==> config.mk <==
export PLATFORM = sky130hd
export DESIGN_NAME = id_ex_stage
export DESIGN_NICKNAME = d
export VERILOG_FILES = /design/src/rtl/pipe_pkg.sv /design/src/rtl/load_use_detect.sv /design/src/rtl/id_ex_stage.sv
export SDC_FILE = /design/constraint.sdc
export NUM_CORES = 1
export LEC_CHECK = 0
export ABC_AREA = 0
export CORE_ASPECT_RATIO = 0.7
export CORE_MARGIN = 2
export CORE_UTILIZATION = 40
export DETAILED_ROUTE_END_ITERATION = 7
export PLACE_DENSITY = 0.85
export SLEW_MARGIN = 20
export SYNTH_ARGS = -nofsm -noshare
export SYNTH_HDL_FRONTEND = slang
export SYNTH_SLANG_ARGS = --single-unit
==> constraint.sdc <==
create_clock -name clk -period 3.68 [get_ports clk]
set_input_delay 0.92 -clock clk [delete_from_list [all_inputs] [get_ports clk]]
set_output_delay 0.92 -clock clk [all_outputs]
set_load 0.01 [all_outputs]
==> src/rtl/pipe_pkg.sv <==
// Shared pipeline types and constants for the 5-stage MIPS core.
package pipe_pkg;

  // Decoded control bundle produced by the Control unit.
  typedef struct packed {
    logic       reg_dst;
    logic       alu_src;
    logic       mem_to_reg;
    logic       reg_write;
    logic       mem_read;
    logic       mem_write;
    logic       branch;
    logic       jump;
    logic [1:0] alu_op;
  } ctrl_t;

  // A bubble: no register write, no memory access, no control transfer.
  localparam ctrl_t CTRL_NOP = '{
    reg_dst:    1'b0,
    alu_src:    1'b0,
    mem_to_reg: 1'b0,
    reg_write:  1'b0,
    mem_read:   1'b0,
    mem_write:  1'b0,
    branch:     1'b0,
    jump:       1'b0,
    alu_op:     2'b00
  };

  localparam logic [1:0] ALUOP_MEM   = 2'b00;
  localparam logic [1:0] ALUOP_BR    = 2'b01;
  localparam logic [1:0] ALUOP_RTYPE = 2'b10;
  localparam logic [1:0] ALUOP_IMM   = 2'b11;

  localparam logic [5:0] FUNCT_SLL = 6'h00;
  localparam logic [5:0] FUNCT_SRL = 6'h02;

endpackage

==> src/rtl/load_use_detect.sv <==
// Load-use hazard detection: flags an ID instruction that reads the register
// an in-flight EX load is about to write. Purely combinational so the
// forwarding unit can reuse it.
module load_use_detect
  import pipe_pkg::*;
#(
  parameter int REG_AW = 5
) (
  input  logic              ex_valid,
  input  logic              ex_mem_read,
  input  logic [REG_AW-1:0] ex_rt,
  input  logic              id_valid,
  input  logic              id_reg_dst,
  input  logic              id_mem_write,
  input  logic              id_branch,
  input  logic              id_jump,
  input  logic [5:0]        id_funct,
  input  logic [REG_AW-1:0] id_rs,
  input  logic [REG_AW-1:0] id_rt,
  output logic              haz
);

  logic is_shift_s;
  logic uses_rs_s;
  logic uses_rt_s;
  logic rs_hit_s;
  logic rt_hit_s;

  // Decide which source fields the ID instruction really reads, then match them.
  always_comb begin
    is_shift_s = 1'b0;
    case (id_funct)
      FUNCT_SLL, FUNCT_SRL: is_shift_s = 1'b1;  // rs field holds no source register
      default:              is_shift_s = 1'b0;
    endcase

    uses_rs_s = !id_jump && !(id_reg_dst && is_shift_s);
    uses_rt_s = id_reg_dst || id_mem_write || id_branch;

    rs_hit_s  = uses_rs_s && (ex_rt == id_rs);
    rt_hit_s  = uses_rt_s && (ex_rt == id_rt);

    // $0 is hard-wired zero, so a load into it never creates a dependency.
    haz = ex_valid && ex_mem_read && (ex_rt != {REG_AW{1'b0}}) &&
          id_valid && (rs_hit_s || rt_hit_s);
  end

endmodule

==> src/rtl/id_ex_stage.sv <==
// ID/EX pipeline register with load-use bubble insertion, EX flush,
// global hold and a saturating bubble counter.
module id_ex_stage
  import pipe_pkg::*;
#(
  parameter int DATA_W = 32,
  parameter int REG_AW = 5,
  parameter int CNT_W  = 16
) (
  input  logic              clk,
  input  logic              rst_n,
  input  logic              hold_i,
  input  logic              flush_i,
  input  logic              id_valid_i,
  input  ctrl_t             id_ctrl_i,
  input  logic [5:0]        id_funct_i,
  input  logic [REG_AW-1:0] id_rs_i,
  input  logic [REG_AW-1:0] id_rt_i,
  input  logic [REG_AW-1:0] id_rd_i,
  input  logic [DATA_W-1:0] id_rs_data_i,
  input  logic [DATA_W-1:0] id_rt_data_i,
  input  logic [DATA_W-1:0] id_imm_i,
  input  logic [DATA_W-1:0] id_pc4_i,
  output logic              stall_o,
  output logic              ex_valid_o,
  output ctrl_t             ex_ctrl_o,
  output logic [5:0]        ex_funct_o,
  output logic [REG_AW-1:0] ex_rs_o,
  output logic [REG_AW-1:0] ex_rt_o,
  output logic [REG_AW-1:0] ex_rd_o,
  output logic [DATA_W-1:0] ex_rs_data_o,
  output logic [DATA_W-1:0] ex_rt_data_o,
  output logic [DATA_W-1:0] ex_imm_o,
  output logic [DATA_W-1:0] ex_pc4_o,
  output logic [CNT_W-1:0]  bubble_cnt_o
);

  localparam logic [CNT_W-1:0] CNT_MAX = {CNT_W{1'b1}};
  localparam logic [CNT_W-1:0] CNT_ONE = CNT_W'(1);

  logic haz_s;

  load_use_detect #(
    .REG_AW(REG_AW)
  ) u_load_use_detect (
    .ex_valid     (ex_valid_o),
    .ex_mem_read  (ex_ctrl_o.mem_read),
    .ex_rt        (ex_rt_o),
    .id_valid     (id_valid_i),
    .id_reg_dst   (id_ctrl_i.reg_dst),
    .id_mem_write (id_ctrl_i.mem_write),
    .id_branch    (id_ctrl_i.branch),
    .id_jump      (id_ctrl_i.jump),
    .id_funct     (id_funct_i),
    .id_rs        (id_rs_i),
    .id_rt        (id_rt_i),
    .haz          (haz_s)
  );

  // Front-end stall: a flush discards the ID instruction anyway, and a hold
  // already freezes the front end, so neither needs a separate stall.
  always_comb begin
    stall_o = haz_s && !flush_i && !hold_i;
  end

  // Pipeline register: hold > flush > load-use bubble > normal capture.
  always_ff @(posedge clk or negedge rst_n) begin
    if (!rst_n) begin
      ex_valid_o   <= 1'b0;
      ex_ctrl_o    <= CTRL_NOP;
      ex_funct_o   <= 6'd0;
      ex_rs_o      <= {REG_AW{1'b0}};
      ex_rt_o      <= {REG_AW{1'b0}};
      ex_rd_o      <= {REG_AW{1'b0}};
      ex_rs_data_o <= {DATA_W{1'b0}};
      ex_rt_data_o <= {DATA_W{1'b0}};
      ex_imm_o     <= {DATA_W{1'b0}};
      ex_pc4_o     <= {DATA_W{1'b0}};
      bubble_cnt_o <= {CNT_W{1'b0}};
    end else if (hold_i) begin
      ex_valid_o   <= ex_valid_o;
      bubble_cnt_o <= bubble_cnt_o;
    end else if (flush_i || haz_s) begin
      ex_valid_o   <= 1'b0;
      ex_ctrl_o    <= CTRL_NOP;
      ex_funct_o   <= 6'd0;
      ex_rs_o      <= {REG_AW{1'b0}};
      ex_rt_o      <= {REG_AW{1'b0}};
      ex_rd_o      <= {REG_AW{1'b0}};
      ex_rs_data_o <= {DATA_W{1'b0}};
      ex_rt_data_o <= {DATA_W{1'b0}};
      ex_imm_o     <= {DATA_W{1'b0}};
      ex_pc4_o     <= {DATA_W{1'b0}};
      // Only load-use bubbles are performance events; flushes are not counted.
      if (!flush_i && (bubble_cnt_o != CNT_MAX)) begin
        bubble_cnt_o <= bubble_cnt_o + CNT_ONE;
      end else begin
        bubble_cnt_o <= bubble_cnt_o;
      end
    end else begin
      ex_valid_o   <= id_valid_i;
      ex_ctrl_o    <= id_valid_i ? id_ctrl_i : CTRL_NOP;
      ex_funct_o   <= id_funct_i;
      ex_rs_o      <= id_rs_i;
      ex_rt_o      <= id_rt_i;
      ex_rd_o      <= id_rd_i;
      ex_rs_data_o <= id_rs_data_i;
      ex_rt_data_o <= id_rt_data_i;
      ex_imm_o     <= id_imm_i;
      ex_pc4_o     <= id_pc4_i;
      bubble_cnt_o <= bubble_cnt_o;
    end
  end

endmodule

==> Word-level counts from Yosys, hierarchy flattened <==
Cells that the tools add are included.
{ "totals": {"register_bits": 176, "in_bits": 164, "out_inout_bits": 177, "wordCells": 60} }
{ "op_classes": {"add_sub_neg": 1, "eq_ne": 4, "muxes": 12, "n_bitwise": 1, "n_reduce_logical": 23} }
{ "ops": {"columns": ["op", "n"], "rows": [
  ["32-bit 2-to-1 mux", 4],
  ["10-bit 2-to-1 mux", 2],
  ["16-bit by 1-bit adder with 16-bit output (second input constant)", 1],
  ["16-bit != test (second input constant)", 1],
  ["5-bit 2-to-1 mux", 3],
  ["1-bit logical AND", 11],
  ["5-bit == test", 2],
  ["6-bit by 2-bit == test with 1-bit output (second input constant)", 1],
  ["6-bit zero test", 1],
  ["6-bit 2-to-1 mux", 1],
  ["5-bit nonzero test", 1],
  ["1-bit zero test", 4],
  ["1-bit logical OR", 4],
  ["3-bit AND reduction", 1],
  ["1-bit 2-to-1 mux", 2],
  ["2-bit OR reduction", 1],
  ["1-bit inverter", 1]
]} }

==> Longest topological paths before layout <==
{ "depth": {"word_depth": 11, "depth_mapped": 8, "mapped_depth_nobuf": 6} }

==> Hierarchy <==
Synthesis repeated with hierarchy kept, for this count alone.
{ "unflattened": {"cells_unflattened": 450, "hier_area_um2": 6522.5} }
{ "by_module_without_submodules": {"columns": ["mod", "n_inst", "cells_each", "area_per_inst_um2", "seq_area_each_um2"], "rows": [
  ["id_ex_stage", 1, 429, 6368.6, 4404.2],
  ["load_use_detect", 1, 21, 153.9, 0.0]
]} }

==> Least setup slack after synthesis <==
OpenSTA, ideal clock, no wires.
{ "synth_path": {"path_type": "input-to-output", "start": "input port id_rt_i[3]", "end": "output port stall_o", "t_arrival_ps": 1779, "t_required_ps": 2760, "path_slack_ps": 981, "stages": 4, "n_path_buf": 0, "path_cell_list": "xor2_1 -> nor4_1 -> a22oi_1 -> nor3_1"} }
{ "synth_via": {"elab_chain_cells": 6} }
{ "synth_rtl": {"columns": ["element", "line", "text"], "rows": [
  ["start: declaration", "id_ex_stage.sv:18", "input logic [REG_AW-1:0] id_rt_i,"],
  ["5-bit == test", "load_use_detect.sv:41", "rt_hit_s = uses_rt_s && (ex_rt == id_rt);"],
  ["1-bit logical AND", "load_use_detect.sv:41", null],
  ["1-bit logical OR", "load_use_detect.sv:45", "id_valid && (rs_hit_s || rt_hit_s);"],
  ["1-bit logical AND", "load_use_detect.sv:45", null],
  ["1-bit logical AND (2 in a row)", "id_ex_stage.sv:63", "stall_o = haz_s && !flush_i && !hold_i;"],
  ["end: declaration", "id_ex_stage.sv:24", "output logic stall_o,"]
]} }
No other way between the ends.

==> Worst setup path in the final report <==
{ "layout_path": {"start": "input port id_ctrl_i[9] (netlist bit)", "end": "output port stall_o"} }
{ "layout_via": {"elab_chain_cells": 8, "elab_cells_between_ends": 11, "classes_between": "reduce/logical: 11"} }
{ "layout_rtl": {"columns": ["element", "line", "text"], "rows": [
  ["start: declaration", "id_ex_stage.sv:15", "input ctrl_t id_ctrl_i,"],
  ["1-bit logical AND", "load_use_detect.sv:37", "uses_rs_s = !id_jump && !(id_reg_dst && is_shift_s);"],
  ["1-bit zero test", "load_use_detect.sv:37", null],
  ["1-bit logical AND", "load_use_detect.sv:37", null],
  ["1-bit logical AND", "load_use_detect.sv:40", "rs_hit_s = uses_rs_s && (ex_rt == id_rs);"],
  ["1-bit logical OR *", "load_use_detect.sv:45", null],
  ["1-bit logical AND *", "load_use_detect.sv:45", null],
  ["1-bit logical AND * (2 in a row)", "id_ex_stage.sv:63", null]
]} }
Mark *: on every way between the ends. The rest lies on a longest branch, timed or not.

==> results.cfg <==
[pwr]
p_int_mw = 3.48
power_mw = 4.68
comb_power_share = 0.172
powerDensity_nw_per_um2 = 433
clockPowerShare = 0.368
ir_drop_mv = 0.285
leakage_nw = 4.73
swShare = 0.257
power_frac_seq = 0.460
power_switching_mw = 1.20

[synthesis]
yosys.cell_types.count = 33
synthesis.area_um2 = 6660
syn_inst = 458
synthMuxAreaShare = 0.00507
synth_top_area_cell = dfrtp_1
yosys_warnings = 0
synth_compound_area_frac = 0.222
synth_area_per_cell_um2 = 14.5
synth_adder_area_share = 0.00188
synth_fp_nets = 623
yosys.area_share.simple = 0.0415
ys_seq_area_frac = 0.662
synth-xor-area-share = 0.0303
synth_area_leaders = dfrtp_1 66%, a22o_1 20%, buf_6 1.9%
netlist.area_leader.share = 0.662
synth_top_family_by_area = compound AO/OA/AOI/OAI gates
synth-seq-cells = 176

[sta]
finalSetupViolCount = 0
setup_slack_ps = 233
period_share = 0.937
slew_headroom = 0.397
finalHoldViolCount = 0
fmax_ghz = 0.290
fin_worst_skew_ps = 12.7
fin_crit_ps = 3450
final-max-slew-violation-count = 0
tightest_slew_ps = 904
rsz0062_at_grt = false

[finish]
area_growth_pct = 62.3
regArea_um2 = 4400
final_nets = 955
num-fill-cells = 1204
multi_input_area_um2 = 2010
drive_above_1_share = 0.0672

[min_path]
hold_path.class = input port to asynchronous set/reset pin

[drt]
dr.pass1.iters = 4
drc_errors = 0
routedWlPerCell_um = 18.8
num_vias = 5288
avgViaCountPerCell = 5.14
initialDrtViolationCount = 378
antenna_left = 0
wl_um = 19300

[grt]
first_global_vias = 5319
grt_pass1_wl_um = 30200
grt_remaining_overflow = 0
grt_use_total = 0.219
antenna_found_initial = 1
grt_max_degree = 85

[clock_network]
clk_latency_ps = 420
clock-sinks = 176
h-tree-depth = 4
clk_pin_slew_ps = 70
cts_max_path_buffers = 2
cts_root_buf = clkbuf_16
cts_inserted_buffers = 17
cts_tree = done

[floorplanning]
start_util = 0.408
die_w_um = 158
core_um2 = 16300
die_y_um = 112
io_pins = 341
rows = 39
dieArea_um2 = 17700

[setup_path]
arrival_ps = 2530
path_class = input port to output pin
required_ps = 2760
crit_path_start_kind = input port
worstPathMaxFanout = 3
end_kind = output pin

[placed_design]
place.gp.congestion = 0.859
dp_slack_ps = -21.8
place.port_buffers = 340
dp_hpwl_um = 14000

[job]
drv_cap = 0

[status]
status = complete, no violations
==> cell usage after synthesis (all sizes together) <==
cell type  number
a211oi          2
a22o          151
a22oi           1
a32o           10
and2            2
and3            4
and4            1
buf            20
clkbuf         19
dfrtp         176
ha              1
inv             2
mux2            3
nand2           4
nand2b          1
nand3           9
nand3b          1
nand4           8
nor2            6
nor3            5
nor3b           1
nor4            3
nor4b           1
o21ai           1
o21ba           1
or2             1
or4             1
xnor2          12
xor2           11
==> power groups by stage <==
stage	clock [mW]	sequential [mW]	combinational, mW
2_1_floorplan	0	2.24	0.203
3_3_place_gp	0	2.18	0.802
3_5_place_dp	0	2.18	0.813
4_1_cts	1.77	2.15	0.814
5_1_grt	1.85	2.17	0.859
6_report	1.72	2.15	0.805
==> through the flow <==
step,hold slack (ps),TNS (ps),util,std cells,cell area [µm²]
after global placement,473,0,0.628,996,10200
after floorplan,481,0,-,458,6660
after global routing,465,0,0.663,1028,10800
after detailed placement,479,-21.8,0.628,996,10200
final,434,0,0.663,1029,10800
after CTS,448,0,0.663,1028,10800
==> repair_timing <==
item,CTS,global route
setup endpoints to repair,1,0
gates resized for setup,1,0
hold buffers,0,0
setup buffers,0,0
==> placed cells by master, fill, tap and decap left out, drive strengths merged, types with 2 or more instances in the layout <==
cell type	netlist	layout
inv	2	10
clkinv	0	4
mux2	3	3
nor3	5	5
dfrtp	176	176
a32o	10	10
a211oi	2	2
nand3	9	9
and3	4	4
nand4	8	8
nor2	6	6
nand2	4	4
nor4	3	3
clkbuf	19	19
and2	2	2
buf	20	14
xnor2	12	12
clkdlybuf4s50	0	337
a22o	151	151
xor2	11	11
==> final timing paths <==
path,to,startpoint,slack (ps),cells past startpoint
min,ex_rs_data_o[23],rst_n,430,1
min reg2reg,ex_ctrl_o[7],ex_ctrl_o[7],490,1
max reg2reg,ex_funct_o[3],ex_rt_o[1],1350,5
max in group asynchronous,ex_funct_o[3],rst_n,2520,2
max,stall_o,id_ctrl_i[9],230,6
min in group clk,ex_ctrl_o[7],ex_ctrl_o[7],490,1
==> critical path, cell delays in order <==
cell and delay [ps]:
clkdlybuf4s50_1 540, nor4b_1 290, a211oi_1 140, a22oi_1 270
nor3_1 70, dlygate4sd2_1 300
==> registers in the layout (all words and copies together) (netlist names) <==
signal and cells:
ex_rs_o 5, ex_rt_o 5, ex_valid_o 1, ex_rs_data_o 32, ex_imm_o 32, ex_rd_o 5
ex_pc4_o 32, ex_ctrl_o 10, bubble_cnt_o 16, ex_rt_data_o 32, ex_funct_o 6
==> cell families (layout without fill, tap and decap cells) <==
kind of cell             count (synthesis)  after routing
AO/OA/AOI/OAI                          166            166
XOR/XNOR                                23             23
adder cells (fa/ha/maj)                  1              1
buffers and inverters                   41            386
flip-flops                             176            176
multiplexers                             3              3
other                                    0              1
AND/OR/NAND/NOR                         48             48
==> final cells by class <==
type                    count  area share
repair buffers            352       0.328
diodes                      1    0.000232
well taps                 225      0.0261
clock buffers              19      0.0410
inverters                   2    0.000695
multi-input cells         241       0.186
flip-flops and latches    176       0.408
clock inverters            13      0.0110
==> metal layers <==
metal,track usage,vias to the layer above,part of all wire
met2,0.333,229,0.46
met5,0,-,0
li1,-,2431,-
met1,0.294,2606,0.43
met4,0.0721,0,0.014
met3,0.0775,22,0.090
Power figures use the tool's default switching activity.
